===== src/rtl/seg_pkg.sv =====
// Shared types and defaults for the multiplexed 4-digit hex display scanner.
package seg_pkg;
    localparam int SEG_SCAN_DIV = 100000;

    typedef logic [1:0]  digit_idx_t;
    typedef logic [3:0]  nibble_t;
    typedef logic [15:0] hex4_t;
endpackage


===== src/rtl/seg_prescaler.sv =====
// Free-running divider: counts 0..SCAN_DIV-1 and flags the last count as tick.
module seg_prescaler #(
    parameter int SCAN_DIV = 100000
) (
    input  logic clk,
    input  logic rst,
    output logic o_tick
);
    localparam int CW = (SCAN_DIV > 2) ? $clog2(SCAN_DIV) : 1;
    localparam logic [CW-1:0] LAST = CW'(SCAN_DIV - 1);

    logic [CW-1:0] r_cnt;

    always_ff @(posedge clk) begin
        if (rst) begin
            r_cnt <= '0;
        end else if (r_cnt == LAST) begin
            r_cnt <= '0;
        end else begin
            r_cnt <= r_cnt + 1'b1;
        end
    end

    assign o_tick = (r_cnt == LAST);
endmodule


===== src/rtl/seg_scan.sv =====
// Tear-free 4-digit hex scanner with shadow/display double buffering.
// Optional leading-zero blanking is compiled in when SEG_LZB_EN is defined.
module seg_scan
    import seg_pkg::*;
#(
    parameter int SCAN_DIV = SEG_SCAN_DIV
) (
    input  logic        clk,
    input  logic        rst,
    input  logic        load,
    input  logic [15:0] data,
    output logic [1:0]  sel,
    output logic [3:0]  hex,
    output logic        blank,
    output logic        pending,
    output logic        frame_tick
);
    logic       w_tick;
    logic       w_commit;
    digit_idx_t r_sel;
    hex4_t      r_shadow;
    hex4_t      r_display;
    logic       r_pending;
    logic       r_frame_tick;

    seg_prescaler #(.SCAN_DIV(SCAN_DIV)) u_prescaler (
        .clk    (clk),
        .rst    (rst),
        .o_tick (w_tick)
    );

    // The tick that wraps digit 3 back to 0 is the only point display may change.
    assign w_commit = w_tick && (r_sel == 2'd3);

    always_ff @(posedge clk) begin
        if (rst) begin
            r_sel        <= '0;
            r_shadow     <= '0;
            r_display    <= '0;
            r_pending    <= 1'b0;
            r_frame_tick <= 1'b0;
        end else begin
            r_frame_tick <= w_commit;
            if (w_tick) begin
                r_sel <= r_sel + 1'b1;
            end
            if (load && w_commit) begin
                r_shadow  <= data;
                r_display <= data;
                r_pending <= 1'b0;
            end else if (load) begin
                r_shadow  <= data;
                r_pending <= 1'b1;
            end else if (w_commit && r_pending) begin
                r_display <= r_shadow;
                r_pending <= 1'b0;
            end
        end
    end

    assign sel        = r_sel;
    assign hex        = r_display[{r_sel, 2'b00} +: 4];
    assign pending    = r_pending;
    assign frame_tick = r_frame_tick;

`ifdef SEG_LZB_EN
    always_comb begin
        blank = 1'b0;
        case (r_sel)
            2'd3:    blank = (r_display[15:12] == 4'h0);
            2'd2:    blank = (r_display[15:8]  == 8'h00);
            2'd1:    blank = (r_display[15:4]  == 12'h000);
            default: blank = 1'b0;
        endcase
    end
`else
    assign blank = 1'b0;
`endif
endmodule

===== config.mk =====
export PLATFORM = sky130hd
export DESIGN_NAME = seg_scan
export DESIGN_NICKNAME = d
export VERILOG_FILES = /design/src/rtl/seg_pkg.sv /design/src/rtl/seg_prescaler.sv /design/src/rtl/seg_scan.sv
export SDC_FILE = /design/constraint.sdc
export NUM_CORES = 1
export LEC_CHECK = 0
export ABC_AREA = 1
export CAP_MARGIN = 0
export CELL_PAD_IN_SITES_DETAIL_PLACEMENT = 1
export CELL_PAD_IN_SITES_GLOBAL_PLACEMENT = 1
export CORE_UTILIZATION = 42
export DETAILED_ROUTE_END_ITERATION = 10
export GPL_TIMING_DRIVEN = 0
export PLACE_DENSITY_LB_ADDON = 0.05
export SETUP_SLACK_MARGIN = 0.1
export SYNTH_ARGS = -nofsm -noshare
export SYNTH_HDL_FRONTEND = slang
export SYNTH_SLANG_ARGS = --single-unit

===== constraint.sdc =====
create_clock -name clk -period 4.59 [get_ports clk]
set_clock_uncertainty 0.15 [all_clocks]
set_input_delay 0.918 -clock clk [delete_from_list [all_inputs] [get_ports clk]]
set_output_delay 0.918 -clock clk [all_outputs]
set_load 0.01 [all_outputs]

==> flow_summary.json, run 1 <==
{
  "wl_per_cell_um": 13.0,
  "cts_tree": "done",
  "tns_ns": 0,
  "syn2layout_area_growth_pct": 17.5,
  "grt_usage_pct": 21.4,
  "antenna_found_initial": 0,
  "cp_max_fo": 10,
  "die_w_um": 77.9,
  "rsz0062_at_grt": "false",
  "path_class": "flop to output port",
  "p_leak_nw": 1.25,
  "clkPwrFrac_pct": 32.1,
  "ys_seq_area_share_pct": 43.8,
  "ys_seq_elements": 53,
  "io-pin-count": 28,
  "ys_warn_count": 0,
  "maxCapViolations": 0,
  "ant_nets": 0,
  "grt_pass1_wl_mm": 10.2,
  "dr.first_iter.drc_count": 51,
  "maxSlewViolCount": 0,
  "hp-class": "flop to flop",
  "timing.final.crit_share_pct": 72.0,
  "gr-total-overflow": 0,
  "worstPathRequired_ns": 3.52,
  "power.internal_uw": 606,
  "drc": 0,
  "switchingPower_uw": 186,
  "clock.fmax_ghz": 0.302,
  "combPwrFrac_pct": 8.0,
  "slew_headroom_pct": 58.0,
  "clk_latency_ns": 0.30,
  "root_buffer": "clkbuf_8",
  "ctsResizeCount": 0,
  "powerDensity_mw_per_mm2": 279,
  "hold_buffers": 0,
  "drt-vias-per-instance": 4.82,
  "vdd_drop_max_uv": 127,
  "drive_gt1_share_pct": 7.25,
  "final_nets": 406,
  "start_kind": "flop",
  "cts.path.max_buffers": 2,
  "fp.dieH_um": 77.9,
  "seq_area_mm2": 0.00106,
  "whs_ns": 0.304,
  "nFillCells": 746,
  "tightest_slew_ns": 0.631,
  "initial_core_util_pct": 43.7,
  "core_region_area_mm2": 0.00554,
  "dieArea_mm2": 0.00608,
  "syn_nets": 374,
  "h-tree-depth": 2,
  "synth.distinct_cells": 26,
  "worstPathArrival_ns": 2.24,
  "grt_max_degree": 16,
  "cts_sinks": 53,
  "first_global_vias": 2261,
  "synth_area_mm2": 0.00242,
  "power_frac_seq_pct": 59.9,
  "post_cts_buffers": 0,
  "clkTransAtPathRegs_ns": 0.10,
  "antenna_cells": 0,
  "dp_hpwl_mm": 4.47,
  "setup_viol": 0,
  "port-buffer-count": 25,
  "drt_pass1_iterations": 4,
  "crit_path_end_kind": "output port",
  "syn_avg_cell_area_um2": 6.86,
  "via_count": 2209,
  "status": "completed",
  "finalHoldViolCount": 0,
  "multi_input_area_mm2": 0.00110,
  "fin_crit_ns": 3.31,
  "synthCells": 353,
  "gp_congestion": 0.765,
  "routed_wl_mm": 5.95,
  "cts_made_buffers": 5,
  "swShare_pct": 23.5,
  "core.rowCount": 27
}
## sequential cells by signal, indices dropped and copies added (netlist names)
name	cells
r_display	16
frame_tick	1
pending	1
r_shadow	16
u_prescaler.r_cnt	17
sel	2
## cells in the final DEF (no fill, tap or decap)
cell / instances
conb_1: 1
clkbuf_8: 5
or2_0: 2
o21ai_0: 16
xor2_1: 6
nand2_1: 99
nor2_1: 33
buf_4: 2
and3_1: 3
nor2_4: 2
a21oi_1: 42
or2_2: 8
inv_1: 51
nand3b_1: 1
nor3_1: 7
nand3_1: 3
clkdlybuf4s50_1: 25
clkinv_1: 2
nand3_2: 3
clkbuf_1: 7
clkinv_2: 2
ha_1: 2
o21ai_1: 1
nand4_1: 2
mux2i_1: 2
dfxtp_1: 53
inv_2: 2
buf_2: 3
nor2_2: 1
## power by group through the flow
stage	logic (mW)	registers, mW	clock network (mW)
6_report	0.0636	0.475	0.254
5_1_grt	0.0726	0.476	0.282
4_1_cts	0.0648	0.475	0.264
3_5_place_dp	0.0645	0.486	0
3_3_place_gp	0.0622	0.485	0
2_1_floorplan	0.0361	0.485	0
## through the flow
step | setup WS [ns] | std cells | util (%) | cell area (um2) | power (mW)
floorplan | 2.36 | 353 | - | 2420 | 0.521
global placement | 1.60 | 450 | 49.9 | 2760 | 0.547
detailed placement | 1.53 | 450 | 49.9 | 2760 | 0.550
CTS | 1.29 | 458 | 51.4 | 2850 | 0.804
global route | 1.08 | 458 | 51.4 | 2850 | 0.831
finish | 1.28 | 458 | 51.4 | 2850 | 0.793
## cell type report
type / instances / share of cell area (%)
clock buffer: 6 / 2.55
clock inverter: 2 / 0.352
multi-input combinational: 234 / 38.7
tap: 72 / 3.17
buffer: 11 / 1.85
timing repair buffer: 25 / 8.80
sequential: 53 / 37.3
inverter: 55 / 7.26
## cell usage after synthesis, drive strengths merged
library cell,n,area (um2)
xor2,6,52.6
nor3,7,35.0
nand4,2,12.5
ha,2,25.0
clkinv,2,7.51
mux2i,2,20.0
nand3b,1,7.51
nand3,6,45.0
conb,1,3.75
and3,3,18.8
o21ai,17,85.1
nand2,99,372
dfxtp,53,1060
buf,5,30.0
inv,53,199
a21oi,42,210
or2,10,62.6
nor2,36,153
clkbuf,6,22.5
## path summary, 6_finish.rpt
| path | startpoint | end | slack, ns | cells after the start |
|---|---|---|---|---|
| worst min-delay path | u_prescaler.r_cnt[0]$_SDFF_PP0_ | u_prescaler.r_cnt[0]$_SDFF_PP0_ | 0.30 | 1 |
| worst max-delay path | sel[0]$_SDFFE_PP0N_ | hex[1] | 1.28 | 6 |
| worst max register to register | u_prescaler.r_cnt[0]$_SDFF_PP0_ | u_prescaler.r_cnt[13]$_SDFF_PP0_ | 2.58 | 7 |
| worst min register to register | u_prescaler.r_cnt[0]$_SDFF_PP0_ | u_prescaler.r_cnt[0]$_SDFF_PP0_ | 0.30 | 1 |
## cells by family (layout without fill, tap and decap cells)
| kind of cell | after synthesis | in the layout | synth area share, % |
|---|---|---|---|
| AO/OA/AOI/OAI | 59 | 59 | 12.2 |
| XOR/XNOR | 6 | 6 | 2.17 |
| adder cells (fa/ha/maj) | 2 | 2 | 1.03 |
| buffers and inverters | 66 | 99 | 10.7 |
| flip-flops | 53 | 53 | 43.8 |
| multiplexers | 2 | 2 | 0.826 |
| other | 1 | 1 | 0.155 |
| AND/OR/NAND/NOR | 164 | 164 | 29.1 |
## layer usage
layer | up-vias | wire, um | share of wire, % | track usage, %
met4 | 0 | 65 | 1.1 | 6.67
met2 | 20 | 3030 | 51 | 40.2
met3 | 5 | 113 | 1.9 | 3.29
met1 | 1038 | 2740 | 46 | 24.7
met5 | - | 0 | 0 | 0
li1 | 1146 | - | - | -
## worst max-delay path, cell delays in order, from the launching register on
cell,delay [ns]
dfxtp_1,0.56
inv_1,0.12
clkbuf_1,0.25
o21ai_0,0.21
a21oi_1,0.06
a21oi_1,0.17
clkdlybuf4s50_1,0.56
Note: power is estimated with default switching activity, not from simulation.
==> run 2, diff against run 1 <==
--- a/config.mk
+++ b/config.mk
@@ -9,7 +9,7 @@
 export CAP_MARGIN = 0
 export CELL_PAD_IN_SITES_DETAIL_PLACEMENT = 1
 export CELL_PAD_IN_SITES_GLOBAL_PLACEMENT = 1
-export CORE_UTILIZATION = 42
+export CORE_UTILIZATION = 39
 export DETAILED_ROUTE_END_ITERATION = 10
 export GPL_TIMING_DRIVEN = 0
 export PLACE_DENSITY_LB_ADDON = 0.05
==> constraint.sdc (replaced) <==
create_clock -name clk -period 3.4 [get_ports clk]
set_clock_uncertainty 0.15 [all_clocks]
set_input_delay 0.68 -clock clk [delete_from_list [all_inputs] [get_ports clk]]
set_output_delay 0.68 -clock clk [all_outputs]
set_load 0.01 [all_outputs]
==> run 2 against run 1 <==
Compared with the run above:
- critical path depth did not move
- count of clock-buffer cells in the layout fell by 1
- sequential power rose by 35%
- register-to-register slack got worse by 1.2 ns
- critical endpoint unchanged
- sequential cell count did not move
- critical path type unchanged
- total power rose by 44%
- sequential share of layout area fell by 0.33 points
- die area rose by 7.5%
- cell count rose by 0.44%
- first-iteration DRC count fell by 5.9%
- highest routed layer unchanged
- via count fell by 1.5%
- clock power rose by 64%
==> flow_summary.json, run 2 (synthesis gave the netlist of run 1 again) <==
{
  "status": "completed",
  "rsz0062_at_grt": "false",
  "maxCapViolations": 0,
  "root_buffer": "clkbuf_8",
  "path_class": "flop to output port",
  "nFillCells": 795,
  "antenna_cells": 0,
  "antenna_found_initial": 0,
  "cts_made_buffers": 5,
  "dieArea_mm2": 0.00653,
  "worstPathArrival_ns": 2.19,
  "design_area_mm2": 0.00287,
  "die_w_um": 80.8,
  "cts.path.max_buffers": 2,
  "cts_tree": "done",
  "io-pin-count": 28,
  "hp-class": "flop to flop",
  "drt_pass1_iterations": 4,
  "ant_nets": 0,
  "powerDensity_mw_per_mm2": 398,
  "reg_top3": "u_prescaler.r_cnt (17), r_display (16), r_shadow (16)",
  "drc": 0,
  "p_leak_nw": 1.26,
  "dp_hpwl_mm": 4.33,
  "slew_headroom_pct": 61.3,
  "first_global_vias": 2107,
  "maxSlewViolCount": 0,
  "slowest_stage": "clkdlybuf4s50_1",
  "hold_buffers": 0,
  "ctsResizeCount": 0,
  "fp.dieH_um": 80.8,
  "core_region_area_mm2": 0.00596,
  "slowest_delay_ns": 0.56,
  "drt-vias-per-instance": 4.73,
  "syn2layout_area_growth_pct": 18.5,
  "clock.fmax_ghz": 0.331,
  "post_dp_cell_area_mm2": 0.00277,
  "clkTransAtPathRegs_ns": 0.09,
  "dr.first_iter.drc_count": 48,
  "via_count": 2176,
  "crit_path_end_kind": "output port",
  "grt_usage_pct": 19.1,
  "largest_register": "u_prescaler.r_cnt",
  "finalHoldViolCount": 0,
  "gr-total-overflow": 0,
  "post_cts_buffers": 0,
  "vdd_drop_max_uv": 166,
  "cp_max_fo": 10,
  "tightest_slew_ns": 0.580,
  "crit_family": "buffers and inverters",
  "largest_reg_flops": 17,
  "wl_per_cell_um": 12.5,
  "grt_max_degree": 16,
  "critPathMostFrequentCell": "a21oi_1",
  "drive_gt1_share_pct": 7.27,
  "initial_core_util_pct": 40.7,
  "final_nets": 406,
  "gp_congestion": 0.757,
  "clk_latency_ns": 0.30,
  "path_cells": "inv_1 -> clkbuf_1 -> o21ai_0 -> a21oi_1 -> a21oi_1 -> clkdlybuf4s50_1",
  "routed_wl_mm": 5.74,
  "setup_viol": 0,
  "tns_ns": 0,
  "cts_sinks": 53,
  "fin_crit_ns": 3.02,
  "h-tree-depth": 2,
  "cp_num_buf_inv": 3,
  "layout_commonest_cell": "nand2_1",
  "start_kind": "flop",
  "worstPathRequired_ns": 2.57,
  "timing.final.crit_share_pct": 88.7,
  "final_cell_mix": "99 x nand2_1, 53 x dfxtp_1, 51 x inv_1",
  "core.rowCount": 28,
  "grt_pass1_wl_mm": 9.46,
  "port-buffer-count": 25
}
-- run 2: changes by cell type in the layout (fill, tap and decap cells not counted), sizes merged --
cell,previous run,this run
bufinv,0,1
clkbuf,12,11
clkinv,4,3
-- run 2: where the power goes --
part / internal, mW / switching, mW / leakage (nW)
Combinational: 0.0396 / 0.0453 / 0.774
Sequential: 0.636 / 0.00524 / 0.431
Clock: 0.214 / 0.202 / 0.0540
Total: 0.890 / 0.252 / 1.26
-- run 2: final cells by class --
cell class                      instances  area [um2]  share of cell area, %
Multi-Input combinational cell        234        1100                   38.4
Clock inverter                          2        35.0                   1.22
Clock buffer                            5        68.8                   2.40
Buffer                                 11        52.6                   1.83
Tap cell                               75        93.8                   3.27
Sequential cell                        53        1060                   37.0
Timing Repair Buffer                   25         250                   8.72
Inverter                               55         206                   7.19
-- run 2: final timing paths --
path | cells past startpoint | end | slack (ns) | startpoint
max reg2reg | 7 | u_prescaler.r_cnt[9]$_SDFF_PP0_ | 1.39 | u_prescaler.r_cnt[0]$_SDFF_PP0_
min | 2 | r_shadow[1]$_SDFFE_PP0P_ | 0.31 | r_shadow[1]$_SDFFE_PP0P_
min reg2reg | 2 | r_shadow[1]$_SDFFE_PP0P_ | 0.31 | r_shadow[1]$_SDFFE_PP0P_
max | 6 | hex[1] | 0.38 | sel[0]$_SDFFE_PP0N_
-- run 2: per-stage QoR --
stage / setup slack [ns] / instances / utilization [%] / hold slack, ns / total power [mW]
after floorplan: 1.40 / 353 / - / 0.263 / 0.703
after global placement: 0.691 / 453 / 46.4 / 0.280 / 0.739
after detailed placement: 0.661 / 453 / 46.4 / 0.293 / 0.742
after CTS: 0.358 / 460 / 48.2 / 0.313 / 1.16
after global routing: 0.202 / 460 / 48.2 / 0.323 / 1.19
final: 0.383 / 460 / 48.2 / 0.310 / 1.14
-- run 2: layer usage --
layer  routed length (um)  vias up  GRT usage, %
li1                     -     1145             -
met1                 2690     1009          22.5
met2                 2860       17          35.2
met3                  131        5          3.60
met4                   58        0          4.82
met5                    0        -             0
-- run 2: worst reg2reg max path: cells and delay by family, from the launching register on --
| kind | cells | cell delay, ns |
|---|---|---|
| buf+inv | 1 | 0.31 |
| fa+ha+maj | 1 | 0.18 |
| simple gates | 4 | 0.50 |
| flops | 1 | 0.37 |
| compound gates | 1 | 0.40 |
